===== src/rtl/mrv1_tcm_arbiter_if.sv =====
// Core-side TCM port bundle: imem fetch (read-only, tagged) and dmem load/store request/response.
// Latency: none (wires only).
// Backpressure: requests stall on *_req_rdy; responses carry no backpressure.
// Modports: slave = arbiter side, master = core side.
interface mrv1_tcm_arbiter_if #(
   parameter int IMEM_TAG_WIDTH_P = 4
) ();
   // instruction fetch
   logic                        imem_req_vld;
   logic                        imem_req_rdy;
   logic [IMEM_TAG_WIDTH_P-1:0] imem_req_tag;
   logic [31:0]                 imem_req_addr;
   logic                        imem_resp_vld;
   logic [31:0]                 imem_resp_data;
   logic [IMEM_TAG_WIDTH_P-1:0] imem_resp_tag;
   // data access
   logic                        dmem_req_vld;
   logic                        dmem_req_rdy;
   logic [31:0]                 dmem_req_addr;
   logic                        dmem_req_w_en;
   logic [3:0]                  dmem_req_w_be;
   logic [31:0]                 dmem_req_w_data;
   logic                        dmem_resp_vld;
   logic                        dmem_resp_err;
   logic [31:0]                 dmem_resp_r_data;

   modport slave (
      input  imem_req_vld, imem_req_tag, imem_req_addr,
      output imem_req_rdy, imem_resp_vld, imem_resp_data, imem_resp_tag,
      input  dmem_req_vld, dmem_req_addr, dmem_req_w_en, dmem_req_w_be, dmem_req_w_data,
      output dmem_req_rdy, dmem_resp_vld, dmem_resp_err, dmem_resp_r_data
   );

   modport master (
      output imem_req_vld, imem_req_tag, imem_req_addr,
      input  imem_req_rdy, imem_resp_vld, imem_resp_data, imem_resp_tag,
      output dmem_req_vld, dmem_req_addr, dmem_req_w_en, dmem_req_w_be, dmem_req_w_data,
      input  dmem_req_rdy, dmem_resp_vld, dmem_resp_err, dmem_resp_r_data
   );
endinterface


===== src/rtl/mrv1_tcm_arbiter.sv =====
// Shares one single-port TCM RAM between imem fetch and dmem access; dmem has priority, imem starvation-guarded.
// Latency: request accepted in cycle N responds in cycle N+1; one RAM op per cycle.
// Backpressure: *_req_rdy combinational from current valids and starve count; responses cannot be stalled.
// Ports: clk_i/rst_ni (sync, active-low); bus = core-side imem/dmem bundle; ram_* = single-port RAM macro.
module mrv1_tcm_arbiter #(
   parameter int IMEM_TAG_WIDTH_P = 4,
   parameter int ADDR_WIDTH_P     = 16,
   parameter int STARVE_LIMIT_P   = 4
) (
   input  logic                    clk_i,
   input  logic                    rst_ni,
   mrv1_tcm_arbiter_if.slave       bus,
   output logic                    ram_en_o,
   output logic [ADDR_WIDTH_P-3:0] ram_addr_o,
   output logic                    ram_w_en_o,
   output logic [3:0]              ram_w_be_o,
   output logic [31:0]             ram_w_data_o,
   input  logic [31:0]             ram_r_data_i
);

   localparam logic [3:0] STARVE_LIMIT = 4'(STARVE_LIMIT_P);

   // What the dmem side owes the core next cycle; imem has its own pending flag
   // because an imem fetch and an out-of-range dmem op can be accepted together.
   typedef enum logic [1:0] {DRESP_NONE, DRESP_RD, DRESP_WR, DRESP_ERR} dresp_e;

   dresp_e                      dresp_q, dresp_d;
   logic                        imem_pend_q, imem_pend_d;
   logic [IMEM_TAG_WIDTH_P-1:0] imem_tag_q, imem_tag_d;
   logic [3:0]                  starve_cnt_q, starve_cnt_d;

   logic dmem_oor, dmem_wants_ram, starved;
   logic imem_gnt, dmem_acc, dmem_ram_gnt;
   logic unused_addr_bits;

   assign unused_addr_bits = ^{bus.imem_req_addr[31:ADDR_WIDTH_P], bus.imem_req_addr[1:0],
                               bus.dmem_req_addr[1:0]};

   // Arbitration and core-facing outputs
   always_comb begin
      dmem_oor       = |bus.dmem_req_addr[31:ADDR_WIDTH_P];
      dmem_wants_ram = bus.dmem_req_vld & ~dmem_oor;
      starved        = (starve_cnt_q == STARVE_LIMIT);

      // Out-of-range dmem never uses the RAM, so it is always taken and leaves the RAM to imem.
      bus.imem_req_rdy = rst_ni & (~dmem_wants_ram | starved);
      bus.dmem_req_rdy = rst_ni & (dmem_oor | ~(bus.imem_req_vld & starved));

      imem_gnt     = bus.imem_req_vld & bus.imem_req_rdy;
      dmem_acc     = bus.dmem_req_vld & bus.dmem_req_rdy;
      dmem_ram_gnt = dmem_acc & ~dmem_oor;

      // Responses are squashed while reset is asserted so a pending op is dropped, not emitted.
      bus.imem_resp_vld    = rst_ni & imem_pend_q;
      bus.imem_resp_data   = bus.imem_resp_vld ? ram_r_data_i : 32'h0;
      bus.imem_resp_tag    = bus.imem_resp_vld ? imem_tag_q : '0;
      bus.dmem_resp_vld    = rst_ni & (dresp_q != DRESP_NONE);
      bus.dmem_resp_err    = rst_ni & (dresp_q == DRESP_ERR);
      bus.dmem_resp_r_data = (rst_ni && dresp_q == DRESP_RD) ? ram_r_data_i : 32'h0;
   end

   // RAM port mux: grants are mutually exclusive, idle drives zeros
   always_comb begin
      ram_en_o     = 1'b0;
      ram_addr_o   = '0;
      ram_w_en_o   = 1'b0;
      ram_w_be_o   = 4'h0;
      ram_w_data_o = 32'h0;
      if (imem_gnt) begin
         ram_en_o   = 1'b1;
         ram_addr_o = bus.imem_req_addr[ADDR_WIDTH_P-1:2];
      end else if (dmem_ram_gnt) begin
         ram_en_o     = 1'b1;
         ram_addr_o   = bus.dmem_req_addr[ADDR_WIDTH_P-1:2];
         ram_w_en_o   = bus.dmem_req_w_en;
         ram_w_be_o   = bus.dmem_req_w_be;
         ram_w_data_o = bus.dmem_req_w_data;
      end
   end

   // Next-state
   always_comb begin
      starve_cnt_d = 4'h0;
      if (bus.imem_req_vld && !imem_gnt)
         starve_cnt_d = starved ? starve_cnt_q : starve_cnt_q + 4'h1;

      imem_pend_d = imem_gnt;
      imem_tag_d  = imem_gnt ? bus.imem_req_tag : imem_tag_q;

      dresp_d = DRESP_NONE;
      if (dmem_acc) begin
         if (dmem_oor)               dresp_d = DRESP_ERR;
         else if (bus.dmem_req_w_en) dresp_d = DRESP_WR;
         else                        dresp_d = DRESP_RD;
      end
   end

   always_ff @(posedge clk_i) begin
      if (!rst_ni) begin
         dresp_q      <= DRESP_NONE;
         imem_pend_q  <= 1'b0;
         imem_tag_q   <= '0;
         starve_cnt_q <= 4'h0;
      end else begin
         dresp_q      <= dresp_d;
         imem_pend_q  <= imem_pend_d;
         imem_tag_q   <= imem_tag_d;
         starve_cnt_q <= starve_cnt_d;
      end
   end

endmodule


===== src/flat_wrapper.sv =====
// flat-port wrapper written by rule: the top's interface ports become plain ports
module mrv1_tcm_arbiter_flat 
#(
   parameter int IMEM_TAG_WIDTH_P = 4,
   parameter int ADDR_WIDTH_P     = 16,
   parameter int STARVE_LIMIT_P   = 4
)
  (clk_i, rst_ni, ram_en_o, ram_addr_o, ram_w_en_o, ram_w_be_o, ram_w_data_o, ram_r_data_i, bus_imem_req_vld, bus_imem_req_tag, bus_imem_req_addr, bus_imem_req_rdy, bus_imem_resp_vld, bus_imem_resp_data, bus_imem_resp_tag, bus_dmem_req_vld, bus_dmem_req_addr, bus_dmem_req_w_en, bus_dmem_req_w_be, bus_dmem_req_w_data, bus_dmem_req_rdy, bus_dmem_resp_vld, bus_dmem_resp_err, bus_dmem_resp_r_data);
  mrv1_tcm_arbiter_if #(.IMEM_TAG_WIDTH_P(IMEM_TAG_WIDTH_P)) bus_i ();
  input  logic clk_i;
  input  logic rst_ni;
  output logic ram_en_o;
  output logic [ADDR_WIDTH_P-3:0] ram_addr_o;
  output logic ram_w_en_o;
  output logic [3:0] ram_w_be_o;
  output logic [31:0] ram_w_data_o;
  input  logic [31:0] ram_r_data_i;
  input wire logic [$bits(bus_i.imem_req_vld)-1:0] bus_imem_req_vld;
  input wire logic [$bits(bus_i.imem_req_tag)-1:0] bus_imem_req_tag;
  input wire logic [$bits(bus_i.imem_req_addr)-1:0] bus_imem_req_addr;
  output wire logic [$bits(bus_i.imem_req_rdy)-1:0] bus_imem_req_rdy;
  output wire logic [$bits(bus_i.imem_resp_vld)-1:0] bus_imem_resp_vld;
  output wire logic [$bits(bus_i.imem_resp_data)-1:0] bus_imem_resp_data;
  output wire logic [$bits(bus_i.imem_resp_tag)-1:0] bus_imem_resp_tag;
  input wire logic [$bits(bus_i.dmem_req_vld)-1:0] bus_dmem_req_vld;
  input wire logic [$bits(bus_i.dmem_req_addr)-1:0] bus_dmem_req_addr;
  input wire logic [$bits(bus_i.dmem_req_w_en)-1:0] bus_dmem_req_w_en;
  input wire logic [$bits(bus_i.dmem_req_w_be)-1:0] bus_dmem_req_w_be;
  input wire logic [$bits(bus_i.dmem_req_w_data)-1:0] bus_dmem_req_w_data;
  output wire logic [$bits(bus_i.dmem_req_rdy)-1:0] bus_dmem_req_rdy;
  output wire logic [$bits(bus_i.dmem_resp_vld)-1:0] bus_dmem_resp_vld;
  output wire logic [$bits(bus_i.dmem_resp_err)-1:0] bus_dmem_resp_err;
  output wire logic [$bits(bus_i.dmem_resp_r_data)-1:0] bus_dmem_resp_r_data;
  assign bus_i.imem_req_vld = bus_imem_req_vld;
  assign bus_i.imem_req_tag = bus_imem_req_tag;
  assign bus_i.imem_req_addr = bus_imem_req_addr;
  assign bus_imem_req_rdy = bus_i.imem_req_rdy;
  assign bus_imem_resp_vld = bus_i.imem_resp_vld;
  assign bus_imem_resp_data = bus_i.imem_resp_data;
  assign bus_imem_resp_tag = bus_i.imem_resp_tag;
  assign bus_i.dmem_req_vld = bus_dmem_req_vld;
  assign bus_i.dmem_req_addr = bus_dmem_req_addr;
  assign bus_i.dmem_req_w_en = bus_dmem_req_w_en;
  assign bus_i.dmem_req_w_be = bus_dmem_req_w_be;
  assign bus_i.dmem_req_w_data = bus_dmem_req_w_data;
  assign bus_dmem_req_rdy = bus_i.dmem_req_rdy;
  assign bus_dmem_resp_vld = bus_i.dmem_resp_vld;
  assign bus_dmem_resp_err = bus_i.dmem_resp_err;
  assign bus_dmem_resp_r_data = bus_i.dmem_resp_r_data;
  mrv1_tcm_arbiter #(.IMEM_TAG_WIDTH_P(IMEM_TAG_WIDTH_P), .ADDR_WIDTH_P(ADDR_WIDTH_P), .STARVE_LIMIT_P(STARVE_LIMIT_P)) u_core (.clk_i(clk_i), .rst_ni(rst_ni), .bus(bus_i), .ram_en_o(ram_en_o), .ram_addr_o(ram_addr_o), .ram_w_en_o(ram_w_en_o), .ram_w_be_o(ram_w_be_o), .ram_w_data_o(ram_w_data_o), .ram_r_data_i(ram_r_data_i));
endmodule

===== config.mk =====
export PLATFORM = sky130hd
export DESIGN_NAME = mrv1_tcm_arbiter_flat
export DESIGN_NICKNAME = d
export VERILOG_FILES = /design/src/rtl/mrv1_tcm_arbiter_if.sv /design/src/rtl/mrv1_tcm_arbiter.sv /design/src/flat_wrapper.sv
export SDC_FILE = /design/constraint.sdc
export NUM_CORES = 1
export LEC_CHECK = 0
export CORE_AREA = 5 5 99 101
export DETAILED_ROUTE_END_ITERATION = 16
export DIE_AREA = 0 0 104 106
export PLACE_DENSITY = 0.7
export SKIP_LAST_GASP = 1
export SLEW_MARGIN = 10
export SYNTH_ARGS = -nofsm -noshare
export SYNTH_HDL_FRONTEND = slang
export SYNTH_SLANG_ARGS = --single-unit
export TNS_END_PERCENT = 10

===== constraint.sdc =====
create_clock -name clk_i -period 2 [get_ports clk_i]
set_input_delay 0.2 -clock clk_i [delete_from_list [all_inputs] [get_ports clk_i]]
set_output_delay 0.2 -clock clk_i [all_outputs]
set_load 0.05 [all_outputs]

==> impl_metrics.json <==
{
  "avgRoutedWirePerCell_um": 19.5,
  "worst_slack_ns": -0.0798,
  "period_needed_ns": 2.08,
  "regArea_um2": 223,
  "stdcell_count": 576,
  "cts_made_buffers": 3,
  "gp_congestion": 0.826,
  "synth_area_per_cell_um2": 7.56,
  "power.density_nw_per_um2": 218,
  "slowest_delay_ns": 0.32,
  "tightest_slew_ns": 0.411,
  "grt_pass1_vias": 2652,
  "via_per_inst": 4.50,
  "yosys_warnings": 0,
  "grt_max_degree": 50,
  "htree_levels": 1,
  "final_util_pct": 65.6,
  "port_buffers": 245,
  "max_cap_violations": 0,
  "dieArea_um2": 11000,
  "grt_usage_pct": 18.6,
  "rows": 35,
  "final_nets": 609,
  "setup-tns-final_ns": -0.647,
  "antenna_found_initial": 0,
  "rr_worst_depth": 9,
  "clock_skew_ns": 0.00388,
  "crit_required_ns": 1.80,
  "hold_viol_final": 0,
  "status": "complete, but fails checks",
  "clk_latency_ns": 0.24,
  "arrival_ns": 1.88,
  "dp_hpwl_um": 8820,
  "worstReg2RegStart": "u_core.starve_cnt_q[1]",
  "crit_fanout": 7,
  "crit_end": "ram_addr_o[8]",
  "overflow": 0,
  "vdd_drop_max_mv": 0.255,
  "slew_viol_final": 0,
  "dp.cells": 560,
  "multi_input_area_um2": 1460,
  "core_um2": 8930,
  "pin_count": 266,
  "cts_root_buf": "clkbuf_8",
  "hold_class": "reg -> reg",
  "cp_cell_sequence": "inv_2, ha_4, nand4b_1, nor3b_4, buf_6, buf_12, buf_12, a22o_4, buf_12",
  "syn_to_final_growth_pct": 271,
  "max_freq_ghz": 0.481,
  "period_share_pct": 104,
  "clk_path_buf_depth": 2,
  "vias": 2593,
  "cp.depth": 9,
  "clock_sinks": 11,
  "postRouteAntennaNets": 0,
  "dieWidth_um": 104,
  "drive_gt1_share_pct": 47.5,
  "crit_type": "reg -> out",
  "rsz0062_at_grt": "true",
  "critPathLaunch": "u_core.starve_cnt_q[0]",
  "synth.distinct_cells": 28,
  "synth-seq-cells": 11,
  "cp_slowest_cell": "dfxtp_2",
  "cts_tree": "done",
  "netlist_area_um2": 1580,
  "post-route-drc-count": 0,
  "r2r_setup_slack_ns": 0.43,
  "insertedDiodeCount": 0,
  "max_slew_margin_pct": 72.6,
  "crit_top_cell": "buf_12",
  "cp-start-kind": "flop",
  "clk_pin_slew_ns": 0.05,
  "crit_path_end_kind": "primary output",
  "dr.pass1.iters": 4,
  "power_leakage_nw": 2.51,
  "layout_commonest_cell": "buf_12",
  "setup_viol": 13,
  "drt_iter0_drc": 68,
  "whs_ns": 0.536,
  "wl_um": 11200,
  "path_buf_inv": 5,
  "synth_nets": 352,
  "fillers": 660,
  "start_util_pct": 17.7,
  "fp.dieH_um": 106,
  "ys_seq_area_share_pct": 13.9,
  "timing.rr.end": "u_core.starve_cnt_q[1]",
  "netlist_instances": 209,
  "layout_common_cells": "130 x buf_12, 104 x clkdlybuf4s50_1, 38 x and2_1, 37 x and3_1, 34 x and2_4",
  "violations": "negative setup slack",
  "path_delay_family": "buffers and inverters",
  "grt_pass1_wl_um": 16300
}
-- how the worst min path moves through the flow --
stage / start / end / slack, ns / cells after the start
after global placement: u_core.starve_cnt_q[0] / u_core.starve_cnt_q[0] / 0.51 / 2
final: u_core.imem_tag_q[2] / u_core.imem_tag_q[2] / 0.54 / 2
after global routing: u_core.imem_tag_q[0] / u_core.imem_tag_q[0] / 0.54 / 2
after floorplan: bus_dmem_req_w_en / u_core.dresp_q[1] / 0.34 / 2
after CTS: u_core.starve_cnt_q[0] / u_core.starve_cnt_q[0] / 0.52 / 2
after detailed placement: u_core.starve_cnt_q[0] / u_core.starve_cnt_q[0] / 0.53 / 2
-- cells in the mapped netlist --
cell | instances | area share (%)
a21oi_1 | 3 | 0.95
a21oi_2 | 1 | 0.55
a22o_1 | 14 | 7.8
and2_1 | 72 | 29
and3_1 | 37 | 15
and4_2 | 1 | 0.63
buf_2 | 1 | 0.32
buf_6 | 5 | 3.6
clkbuf_1 | 14 | 3.3
dfxtp_1 | 11 | 14
ha_1 | 2 | 1.6
inv_1 | 3 | 0.71
mux2_2 | 4 | 2.9
nand2_1 | 9 | 2.1
nand2b_1 | 1 | 0.40
nand3_1 | 5 | 1.6
nand3b_1 | 1 | 0.48
nand4_1 | 4 | 1.6
nand4_4 | 1 | 1.3
nand4b_1 | 1 | 0.55
nor2_1 | 1 | 0.24
nor3_1 | 5 | 1.6
nor3b_4 | 1 | 1.2
nor4_4 | 4 | 5.4
o21a_1 | 2 | 0.95
o221ai_1 | 4 | 2.2
or2_2 | 1 | 0.40
xnor2_1 | 1 | 0.55
-- final cells by class --
class,count,share of cell area (%)
tap,111,2.37
clock buffer,4,0.769
multi-input combinational,175,24.8
inverter,3,0.192
timing repair buffer,272,68.0
sequential,11,3.80
-- what timing repair did --
| item | CTS | global route |
|---|---|---|
| gates resized for setup | 38 | 49 |
| pin swaps | 6 | 12 |
| gates cloned | 3 | 0 |
| setup buffers | 8 | 3 |
| endpoints found under the setup margin | 53 | 53 |
| hold buffers | 0 | 0 |
-- kinds of logic (layout without fill, tap and decap cells) --
| kind of cell | Yosys count | count (layout) | share of synthesized area (%) |
|---|---|---|---|
| AND/OR/NAND/NOR | 144 | 144 | 60.7 |
| AO/OA/AOI/OAI | 24 | 24 | 12.4 |
| buffers and inverters | 23 | 279 | 7.92 |
| flip-flops | 11 | 11 | 13.9 |
| multiplexers | 4 | 4 | 2.85 |
| adder cells (fa/ha/maj) | 2 | 2 | 1.58 |
| XOR/XNOR | 1 | 1 | 0.555 |
-- routing by layer --
| metal | part of all wire, % | track usage, % | vias to the layer above |
|---|---|---|---|
| met5 | 0 | 0 | - |
| li1 | - | - | 1244 |
| met2 | 56 | 35.1 | 113 |
| met4 | 2.1 | 5.27 | 0 |
| met1 | 37 | 20.3 | 1220 |
| met3 | 5.4 | 4.68 | 16 |
-- sequential cells by signal, indices dropped and copies added, names as in the netlist --
| register | count |
|---|---|
| u_core.imem_pend_q | 1 |
| u_core.dresp_q | 2 |
| u_core.starve_cnt_q | 4 |
| u_core.imem_tag_q | 4 |
-- metrics by stage --
step / setup WS (ns) / instance area [µm²] / power, mW
detailed placement: -0.338 / 5450 / 1.03
floorplan: -0.0912 / 1580 / 0.512
global placement: -0.252 / 5450 / 1.02
finish: -0.0798 / 5860 / 1.28
CTS: -0.167 / 5710 / 1.26
global route: -0.153 / 5860 / 1.32
-- power breakdown --
part	switching, mW	total [mW]	internal (mW)
Sequential	0.00619	0.236	0.230
Combinational	0.360	0.811	0.451
Clock	0.0885	0.229	0.140
Total	0.455	1.28	0.821
-- worst register-to-register path: stages (launching register included) --
cell	delay, ns
dfxtp_2	0.33
inv_2	0.04
ha_4	0.15
buf_4	0.13
nand3b_1	0.10
and2_4	0.18
buf_4	0.14
nand2_1	0.07
buf_4	0.15
nor3_1	0.18
(Power assumes the default switching activity.)
